===== src/rtl/nx_stream_distributor_pkg.sv =====
// Shared node constants: message payload type and mesh direction encoding.
package NXConstants;

  localparam int MESSAGE_WIDTH  = 32;
  localparam int NUM_DIRECTIONS = 4;

  typedef logic [MESSAGE_WIDTH-1:0] node_message_t;

  typedef enum logic [1:0] {
    DIRECTION_NORTH = 2'd0,
    DIRECTION_EAST  = 2'd1,
    DIRECTION_SOUTH = 2'd2,
    DIRECTION_WEST  = 2'd3
  } direction_t;

endpackage


===== src/rtl/nx_stream_distributor_fifo.sv =====
// Small register-array FIFO with occupancy counter; head data reads as zero when empty.
module nx_fifo #(
  parameter int WIDTH = 32,
  parameter int DEPTH = 2
) (
  input  logic             clk_i,
  input  logic             rst_i,
  input  logic             push_i,
  input  logic             pop_i,
  input  logic [WIDTH-1:0] data_i,
  output logic [WIDTH-1:0] data_o,
  output logic             full_o,
  output logic             empty_o
);

  localparam int PTR_W = $clog2(DEPTH);
  localparam int CNT_W = PTR_W + 1;

  logic [WIDTH-1:0] mem_q [DEPTH];
  logic [PTR_W-1:0] wr_ptr_q, wr_ptr_d;
  logic [PTR_W-1:0] rd_ptr_q, rd_ptr_d;
  logic [CNT_W-1:0] count_q, count_d;
  logic             do_push, do_pop;

  assign full_o  = (count_q == CNT_W'(DEPTH));
  assign empty_o = (count_q == '0);
  assign do_push = push_i && !full_o;
  assign do_pop  = pop_i && !empty_o;
  assign data_o  = empty_o ? '0 : mem_q[rd_ptr_q];

  // Next-state pointers and occupancy; pointers wrap naturally since DEPTH is a power of two.
  always_comb begin
    wr_ptr_d = wr_ptr_q;
    rd_ptr_d = rd_ptr_q;
    count_d  = count_q;
    if (do_push) wr_ptr_d = wr_ptr_q + 1'b1;
    if (do_pop)  rd_ptr_d = rd_ptr_q + 1'b1;
    case ({do_push, do_pop})
      2'b10:   count_d = count_q + 1'b1;
      2'b01:   count_d = count_q - 1'b1;
      default: count_d = count_q;
    endcase
  end

  // State and storage registers; reset also clears storage so nothing stale survives.
  always_ff @(posedge clk_i) begin
    if (rst_i) begin
      wr_ptr_q <= '0;
      rd_ptr_q <= '0;
      count_q  <= '0;
      for (int i = 0; i < DEPTH; i++) mem_q[i] <= '0;
    end else begin
      wr_ptr_q <= wr_ptr_d;
      rd_ptr_q <= rd_ptr_d;
      count_q  <= count_d;
      if (do_push) mem_q[wr_ptr_q] <= data_i;
    end
  end

endmodule


===== src/rtl/nx_stream_distributor.sv =====
// Fans one directed inbound stream out to four per-direction FIFOs (N/E/S/W).
module nx_stream_distributor
  import NXConstants::*;
#(
  parameter int FIFO_DEPTH = 2
) (
  input  logic          clk_i,
  input  logic          rst_i,
  input  node_message_t inbound_data_i,
  input  direction_t    inbound_dir_i,
  input  logic          inbound_valid_i,
  output logic          inbound_ready_o,
  output node_message_t dist_north_data_o,
  output logic          dist_north_valid_o,
  input  logic          dist_north_ready_i,
  output node_message_t dist_east_data_o,
  output logic          dist_east_valid_o,
  input  logic          dist_east_ready_i,
  output node_message_t dist_south_data_o,
  output logic          dist_south_valid_o,
  input  logic          dist_south_ready_i,
  output node_message_t dist_west_data_o,
  output logic          dist_west_valid_o,
  input  logic          dist_west_ready_i,
  output logic          idle_o
);

  logic [NUM_DIRECTIONS-1:0] full, empty, push, pop, out_ready, dir_onehot;
  node_message_t             fifo_data [NUM_DIRECTIONS];
  logic                      accept;

  assign out_ready = {dist_west_ready_i, dist_south_ready_i, dist_east_ready_i, dist_north_ready_i};

  // Ready only looks at the target FIFO, so a full target blocks the whole inbound stream.
  always_comb begin
    inbound_ready_o = !rst_i && !full[inbound_dir_i];
    accept          = inbound_valid_i && inbound_ready_o;
    dir_onehot      = 4'b0001 << inbound_dir_i;
    push            = dir_onehot & {NUM_DIRECTIONS{accept}};
    pop             = ~empty & out_ready & {NUM_DIRECTIONS{!rst_i}};
  end

  for (genvar g = 0; g < NUM_DIRECTIONS; g++) begin : g_fifo
    nx_fifo #(
      .WIDTH (MESSAGE_WIDTH),
      .DEPTH (FIFO_DEPTH)
    ) u_fifo (
      .clk_i   (clk_i),
      .rst_i   (rst_i),
      .push_i  (push[g]),
      .pop_i   (pop[g]),
      .data_i  (inbound_data_i),
      .data_o  (fifo_data[g]),
      .full_o  (full[g]),
      .empty_o (empty[g])
    );
  end

  assign dist_north_data_o  = fifo_data[DIRECTION_NORTH];
  assign dist_east_data_o   = fifo_data[DIRECTION_EAST];
  assign dist_south_data_o  = fifo_data[DIRECTION_SOUTH];
  assign dist_west_data_o   = fifo_data[DIRECTION_WEST];
  assign dist_north_valid_o = !empty[DIRECTION_NORTH];
  assign dist_east_valid_o  = !empty[DIRECTION_EAST];
  assign dist_south_valid_o = !empty[DIRECTION_SOUTH];
  assign dist_west_valid_o  = !empty[DIRECTION_WEST];
  assign idle_o             = &empty;

endmodule


===== config.mk =====
export PLATFORM = sky130hd
export DESIGN_NAME = nx_stream_distributor
export DESIGN_NICKNAME = d
export VERILOG_FILES = /design/src/rtl/nx_stream_distributor_pkg.sv /design/src/rtl/nx_stream_distributor_fifo.sv /design/src/rtl/nx_stream_distributor.sv
export SDC_FILE = /design/constraint.sdc
export NUM_CORES = 1
export LEC_CHECK = 0
export BUFFER_PORTS_ARGS = -buffer_cell sky130_fd_sc_hd__buf_2
export CORE_MARGIN = 3
export CORE_UTILIZATION = 58
export DETAILED_ROUTE_END_ITERATION = 10
export PLACE_DENSITY = 0.85
export REMOVE_ABC_BUFFERS = 1
export SYNTH_ARGS = -nofsm -noshare
export SYNTH_HDL_FRONTEND = slang
export SYNTH_SLANG_ARGS = --single-unit
export TNS_END_PERCENT = 30

===== constraint.sdc =====
create_clock -name clk_i -period 5.1 [get_ports clk_i]
set_clock_uncertainty 0.2 [all_clocks]
set_input_delay 0.51 -clock clk_i [delete_from_list [all_inputs] [get_ports clk_i]]
set_output_delay 0.51 -clock clk_i [all_outputs]
set_load 0.02 [all_outputs]

# Word level (Yosys, flattened, before mapping)

Memories as Yosys holds them, arrays and structs flattened. A register that Yosys moved wholly into a read port is not among the register bits.
Cells that the tools add are included.

$add $sub $neg: 16
Multiply operators: 0
Divide/modulo/power cells: 0
Magnitude comparators: 1
Eq/ne operators: 12
Shifts and indexed selects: 1
Muxes and demuxes: 44
Bitwise gates (word level): 4
Reductions and logical operators: 33

Operator list:

| operator                                                              | count |
|---|---|
| 32-bit two-way mux                                                    | 8 |
| 32-bit OR reduction                                                   | 4 |
| 1-bit two-way mux                                                     | 31 |
| 2-bit == test (second input constant)                                 | 8 |
| 2-bit case mux with 2 select lines                                    | 4 |
| 4-bit bitwise AND                                                     | 3 |
| 1-bit logical AND                                                     | 10 |
| 1-bit logical NOT                                                     | 10 |
| 1-bit adder (second input constant)                                   | 8 |
| 2-bit by 1-bit adder with 2-bit output (second input constant)        | 4 |
| 2-bit by 1-bit == test with 1-bit output (second input constant)      | 4 |
| 2-bit logical NOT                                                     | 4 |
| 2-bit nonzero test                                                    | 4 |
| 2-bit by 1-bit subtractor with 2-bit output (second input constant)   | 4 |
| 4-bit inverter                                                        | 1 |
| 4-bit AND reduction                                                   | 1 |
| 1-bit by 2-bit << shifter with 4-bit output (first input constant)    | 1 |
| 2-bit by 3-bit < comparator with 1-bit output (second input constant) | 1 |
| 1-bit binary-select mux with 2-bit select                             | 1 |

Flip-flop bits (word level): 16
Bits in latches: 0
Bits in writable memories: 256
Memory bits (read-only): 0
Input bits: 41
Output and inout bits: 134
Word-level logic and storage cells: 127
Memories: 4

Memory list:

| name                   | depth | bits a word | rd ports | clocked after Yosys merged registers in | write ports | line                             | text |
|---|---|---|---|---|---|---|---|
| g_fifo[0].u_fifo.mem_q | 2     | 32          | 1        | 1                                       | 2           | nx_stream_distributor_fifo.sv:19 | `logic [WIDTH-1:0] mem_q [DEPTH];` |
| g_fifo[1].u_fifo.mem_q | 2     | 32          | 1        | 1                                       | 2           | nx_stream_distributor_fifo.sv:19 |  |
| g_fifo[2].u_fifo.mem_q | 2     | 32          | 1        | 1                                       | 2           | nx_stream_distributor_fifo.sv:19 |  |
| g_fifo[3].u_fifo.mem_q | 2     | 32          | 1        | 1                                       | 2           | nx_stream_distributor_fifo.sv:19 |  |

# Longest topological paths before layout

Gate-level depths: netlist (run 1).

Depth after elaboration: 13
Mapped depth: 7

# Hierarchy

From an unflattened synthesis (run 1), not the netlist that was laid out.

Cell total of the unflattened synthesis: 1097
Area, all modules: 12680.9 µm²

Modules (own cells, without submodules):

| module                | times used | cells each | area each (µm²) | seq. area each (µm²) |
|---|---|---|---|---|
| nx_fifo               | 4          | 270        | 3139.3          | 2021.9 |
| nx_stream_distributor | 1          | 17         | 123.9           | 0.0 |

# Worst setup path before layout (run 1)

No wires, ideal clock.

Path kind: input to register
From: input port rst_i
To: memory g_fifo[1].u_fifo.mem_q[0][0] (enable)
Library setup time: 0.466 ns
Arrival: 3.372 ns
Required time: 4.434 ns
Setup slack: 1.063 ns
Stages: 3
Buffers on the path: 0
Path through: nand4bb_1 > or2_2 > o21ai_0

RTL lines:

| what        | line                             | text |
|---|---|---|
| from (decl) | nx_stream_distributor.sv:8       | `input logic rst_i,` |
| to (decl)   | nx_stream_distributor_fifo.sv:19 |  |

==> impl_metrics.ini, run 1 <==
[critical_path]
arrival_ps = 2340
crit_path_start_kind = flip-flop
cp.required_ps = 4390
reg2reg_from = g_fifo[2].u_fifo.count_q[0]
reg2regPathDepth = 4
reg2reg_slack_ps = 2350
endpoint_kind = output pin
r2r_end = g_fifo[2].u_fifo.mem_q[1][21]
cp_max_fo = 32
setup.worst_path.class = flip-flop to output pin

[global_routing]
grt_start_max_net_pins = 68
grt_antenna_before_repair = 1
grt.overflow.total = 0
grt_pass1_vias = 8600
grt_pass1_wl_mm = 48.2
grt_use_total = 0.259

[sta]
relSlewSlack = 0.203
fin_crit_ps = 3050
tns_ps = 0
final_hold_viol_count = 0
rsz0062_at_grt = no
tightest_slew_ps = 1200
maxSlewViolCount = 0
finalSetupViolations = 0
fmax_mhz = 328
fin_ws_ps = 2050
timing.final.crit_share = 0.599

[route]
firstDrtPassIters = 5
routed_via_density = 6.00
vias = 8423
drtIter0Drc = 754
final_antenna_net_count = 0
wire_per_inst_um = 22.0
wl_mm = 30.9
drc = 0

[synth]
synth_cell_types = 42
synth_xor_area_frac = 0.00839
seq_area_frac_synth = 0.646
yosysTopAreaCellShare = 0.614
synth_top_family_by_area = simple AND/OR/NAND/NOR gates
yosys_warnings = 0
syn_avg_cell_area_um2 = 12.9
synth_area_um2 = 12500
synthTopCellsByArea = edfxtp_1, mux2i_1, and3_1, nor2_1, and2_1
synth.largest_area_cell = edfxtp_1
ys.flop_type = edfxtp_1
synth-edff-count = 256
synth-compound-area-share = 0.0101
yosysMostFrequentCell = edfxtp_1
ys_async_sr_fraction = 0
synth-simple-area-share = 0.201
ys_ff_latch = 276
synthTopCellsByCount = edfxtp_1, and3_1, nor2_1
synth_fa_ha_area_frac = 0.00400
synth_cells = 972
synthMuxAreaShare = 0.102

[floorplanning]
io_pins = 175
rows = 53
die_area_um2 = 23400
die_w_um = 153
die_h_um = 153
coreArea_um2 = 21100
initial_core_util = 0.594

[clocking]
path_clk_slew_ps = 60
insertion_delay_ps = 530
postCtsSetupRepairBufs = 0
cts_tree = done
cts_root_buf = clkbuf_16
cts_buffers = 27
cts.sink_count = 276
cts_hold_buf = 0
htreeDepth = 1
cts_buffer_depth = 3
post_cts_resized = 0

[pwr]
p_leak_uw = 0.00616
power.density_nw_per_um2 = 339
ir_drop_mv = 0.254

[placement]
dpl_cell_area_um2 = 13600
dp_slack_ps = 2000
place_congestion = 0.776
hpwl_mm = 18.9
portBuffers = 174

[final_layout]
drive_gt1_frac = 0.224
area_delta_synth_final_pct = 15.2
diodes = 0
nNetsFinal = 1155
final.fill_count = 1461
postLayoutCellArea_um2 = 14400
fin_util = 0.684

[hold_path]
hold_class = input port to flip-flop
whs_endpoint = g_fifo[1].u_fifo.mem_q[0][5]
whs_path_depth = 2
min_from = inbound_data_i[5]

[status]
outcome = completed

[run]
maxCapViolations = 0
## per-layer routing
metal	track usage	routed length [µm]	share of wire	up-vias
met5	0	9	0.00029	-
met3	0.0354	2500	0.081	46
met4	0.0730	678	0.022	2
met1	0.349	12100	0.39	4175
met2	0.447	15700	0.51	400
li1	-	-	-	3800
## registers in the layout, summed over array words and instances (netlist names), named ones only
signal / count
g_fifo.u_fifo.mem_q: 256
g_fifo.u_fifo.count_q: 8
g_fifo.u_fifo.rd_ptr_q: 4
g_fifo.u_fifo.wr_ptr_q: 4
## cells by family (layout without fill, tap and decap cells)
logic type / count (synthesis) / after routing
AND/OR/NAND/NOR: 445 / 445
AO/OA/AOI/OAI: 23 / 23
XOR/XNOR: 12 / 12
multiplexers: 128 / 128
flip-flops: 276 / 276
adder cells (fa/ha/maj): 4 / 4
buffers and inverters: 84 / 242
## layout make-up
type | count | area (µm²) | share of cell area
clock buffers | 39 | 731 | 0.0506
clock inverters | 10 | 75.1 | 0.00520
inverters | 6 | 22.5 | 0.00156
multi-input cells | 612 | 4190 | 0.291
flip-flops and latches | 276 | 8090 | 0.561
well taps | 275 | 344 | 0.0238
repair buffers | 187 | 968 | 0.0671
## where the power goes
part,total [µW],internal (µW),switching [µW]
Combinational,389,121,267
Clock,1860,1040,818
Sequential,2640,2580,62.4
Total,4890,3740,1150
## worst max-delay path by stage
| stage | startpoint | to | slack (ps) | cells past startpoint |
|---|---|---|---|---|
| after floorplan | rst_i | g_fifo[1].u_fifo.mem_q[0][0] | 1060 | 3 |
| after global placement | rst_i | g_fifo[1].u_fifo.mem_q[0][15] | 2090 | 4 |
| after detailed placement | rst_i | g_fifo[1].u_fifo.mem_q[0][15] | 2000 | 4 |
| after CTS | flip-flop | dist_west_data_o[16] | 2030 | 3 |
| after global routing | g_fifo[2].u_fifo.count_q[0] | idle_o | 1850 | 5 |
| final | flip-flop | dist_north_data_o[12] | 2050 | 3 |
## worst max-delay path, cell delays in order, from the launching register on
cell and delay [ps]:
dfxtp_2 1100, mux2i_1 410, nor2_1 80, buf_2 200
## stage by stage
stage	hold WS, ps	power, µW	instances
floorplan	271	2890	894
global placement	284	3050	1356
detailed placement	285	3070	1356
CTS	132	4900	1405
global route	149	5020	1405
finish	148	4890	1405
## layout by cell type (no fill, tap or decap), types with 7 or more instances in the layout
cell type	count
edfxtp_1	256
and3_1	192
buf_2	174
nor2_1	144
mux2i_1	128
and2_1	64
clkbuf_16	27
dfxtp_1	16
buf_4	13
clkbuf_1	11
o21ai_0	8
xor2_1	8
a21oi_1	7
No activity file was read; power rests on OpenSTA's default activity.
==> run 2: changes to the inputs <==
--- a/config.mk
+++ b/config.mk
@@ -7,9 +7,9 @@
 export LEC_CHECK = 0
 export BUFFER_PORTS_ARGS = -buffer_cell sky130_fd_sc_hd__buf_2
 export CORE_MARGIN = 3
-export CORE_UTILIZATION = 58
+export CORE_UTILIZATION = 52
 export DETAILED_ROUTE_END_ITERATION = 10
-export PLACE_DENSITY = 0.85
+export PLACE_DENSITY = 0.81
 export REMOVE_ABC_BUFFERS = 1
 export SYNTH_ARGS = -nofsm -noshare
 export SYNTH_HDL_FRONTEND = slang
==> constraint.sdc (replaced) <==
create_clock -name clk_i -period 2.66 [get_ports clk_i]
set_clock_uncertainty 0.2 [all_clocks]
set_input_delay 0.266 -clock clk_i [delete_from_list [all_inputs] [get_ports clk_i]]
set_output_delay 0.266 -clock clk_i [all_outputs]
set_load 0.02 [all_outputs]
==> impl_metrics.ini, run 2 (synthesis gave the netlist of run 1 again) <==
[placement]
place_congestion = 0.793
hpwl_mm = 19.9
portBuffers = 174
dp.cells = 1428
dp_slack_ps = 335

[route]
final_antenna_net_count = 0
wire_per_inst_um = 21.1
routed_via_density = 5.68
drtIter0Drc = 841
vias = 8602
wl_mm = 32.0
drc = 0
firstDrtPassIters = 5

[sta]
maxSlewViolCount = 0
timing.final.crit_share = 0.940
tns_ps = 0
tightest_slew_ps = 597
relSlewSlack = 0.601
fin_crit_ps = 2500
rsz0062_at_grt = no
fmax_mhz = 400
final_hold_viol_count = 0
fin_ws_ps = 161
finalSetupViolations = 0

[final_layout]
largest_reg_flops = 256
final.fill_count = 1741
multiInputGateArea_um2 = 4190
diodes = 0
reg_top3 = g_fifo.u_fifo.mem_q x256, g_fifo.u_fifo.count_q x8
area_delta_synth_final_pct = 21.5
final_common_cell = edfxtp_1
drive_gt1_frac = 0.237
final-seq-area_um2 = 8090
final_cells = 1515
fin_util = 0.646
final_cell_mix = edfxtp_1, and3_1, buf_2, nor2_1, mux2i_1
top_register = g_fifo.u_fifo.mem_q
nNetsFinal = 1220

[run]
maxCapViolations = 0

[critical_path]
cp_max_fo = 13
max_stage_delay_ps = 680
arrival_ps = 2030
cp_slowest_cell = dfxtp_2
crit_chain = buf_4, mux2i_1, nor2_1, buf_2
endpoint_kind = output pin
critPathBufInv = 2
crit_path_start_kind = flip-flop
setup.worst_path.class = flip-flop to output pin
cp.required_ps = 2190
critPathTopFamily = flip-flops

[floorplanning]
die_h_um = 161
die_area_um2 = 26000
io_pins = 175
coreArea_um2 = 23500
rows = 56
die_w_um = 161
initial_core_util = 0.532

[clocking]
cts.sink_count = 276
htreeDepth = 1
cts_buffer_depth = 3
cts_root_buf = clkbuf_16
insertion_delay_ps = 540
path_clk_slew_ps = 60
post_cts_resized = 0
cts_buffers = 28
cts_tree = done

[status]
outcome = completed

[pwr]
ir_drop_mv = 0.450
power.density_nw_per_um2 = 622
p_leak_uw = 0.00651
finalPower_uw = 9470

[global_routing]
grt_pass1_vias = 8511
grt_pass1_wl_mm = 49.1
grt_antenna_before_repair = 0
grt_use_total = 0.243
grt.overflow.total = 0
grt_start_max_net_pins = 91

[hold_path]
hold_class = input port to flip-flop
run 2: area by class of cell:
type | count | share of cell area
Clock inverter | 16 | 0.00485
Tap cell | 319 | 0.0262
Multi-Input combinational cell | 612 | 0.276
Timing Repair Buffer | 251 | 0.111
Clock buffer | 35 | 0.0492
Inverter | 6 | 0.00148
Sequential cell | 276 | 0.532
run 2: per-layer routing:
metal  up-vias  track usage  share of wire
met3        35       0.0441          0.084
met2       387        0.411           0.50
met4         0       0.0583          0.016
met5         -            0              0
li1       3940            -              -
met1      4240        0.332           0.40
run 2: tightest hold or removal path: stages:
cell and delay (ps):
buf_2 110, o21ai_0 150, xor2_1 110, nor2_1 80
run 2: per-stage QoR:
stage | instance area (µm²) | hold slack (ps)
after global routing | 15200 | 40.7
after global placement | 14000 | 282
after CTS | 15200 | 18.9
final | 15200 | 17.3
after floorplan | 12200 | 135
after detailed placement | 14000 | 292
run 2: timing repair:
action                                 in CTS  in global routing
endpoints found under the hold margin     267                  0
hold buffers                               36                  0
buffers inserted                            0                  0
run 2: path summary, 6_finish.rpt:
| path | from | end | slack, ps | depth (start not counted) |
|---|---|---|---|---|
| worst max-delay path | flip-flop | dist_east_data_o[23] | 160 | 4 |
| worst min-delay path | dist_east_ready_i | g_fifo[1].u_fifo.rd_ptr_q | 20 | 4 |
| worst max register to register | g_fifo[2].u_fifo.count_q[0] | g_fifo[2].u_fifo.count_q[1] | 320 | 5 |
| worst min register to register | g_fifo[2].u_fifo.rd_ptr_q | g_fifo[2].u_fifo.rd_ptr_q | 300 | 2 |
run 2: power breakdown:
part / switching (µW) / leakage, µW / total [µW] / internal [µW]
sequential: 79.3 / 0.00282 / 5010 / 4930
clock: 1590 / 0.000408 / 3570 / 1980
combinational: 573 / 0.00329 / 888 / 315
total: 2240 / 0.00651 / 9470 / 7230
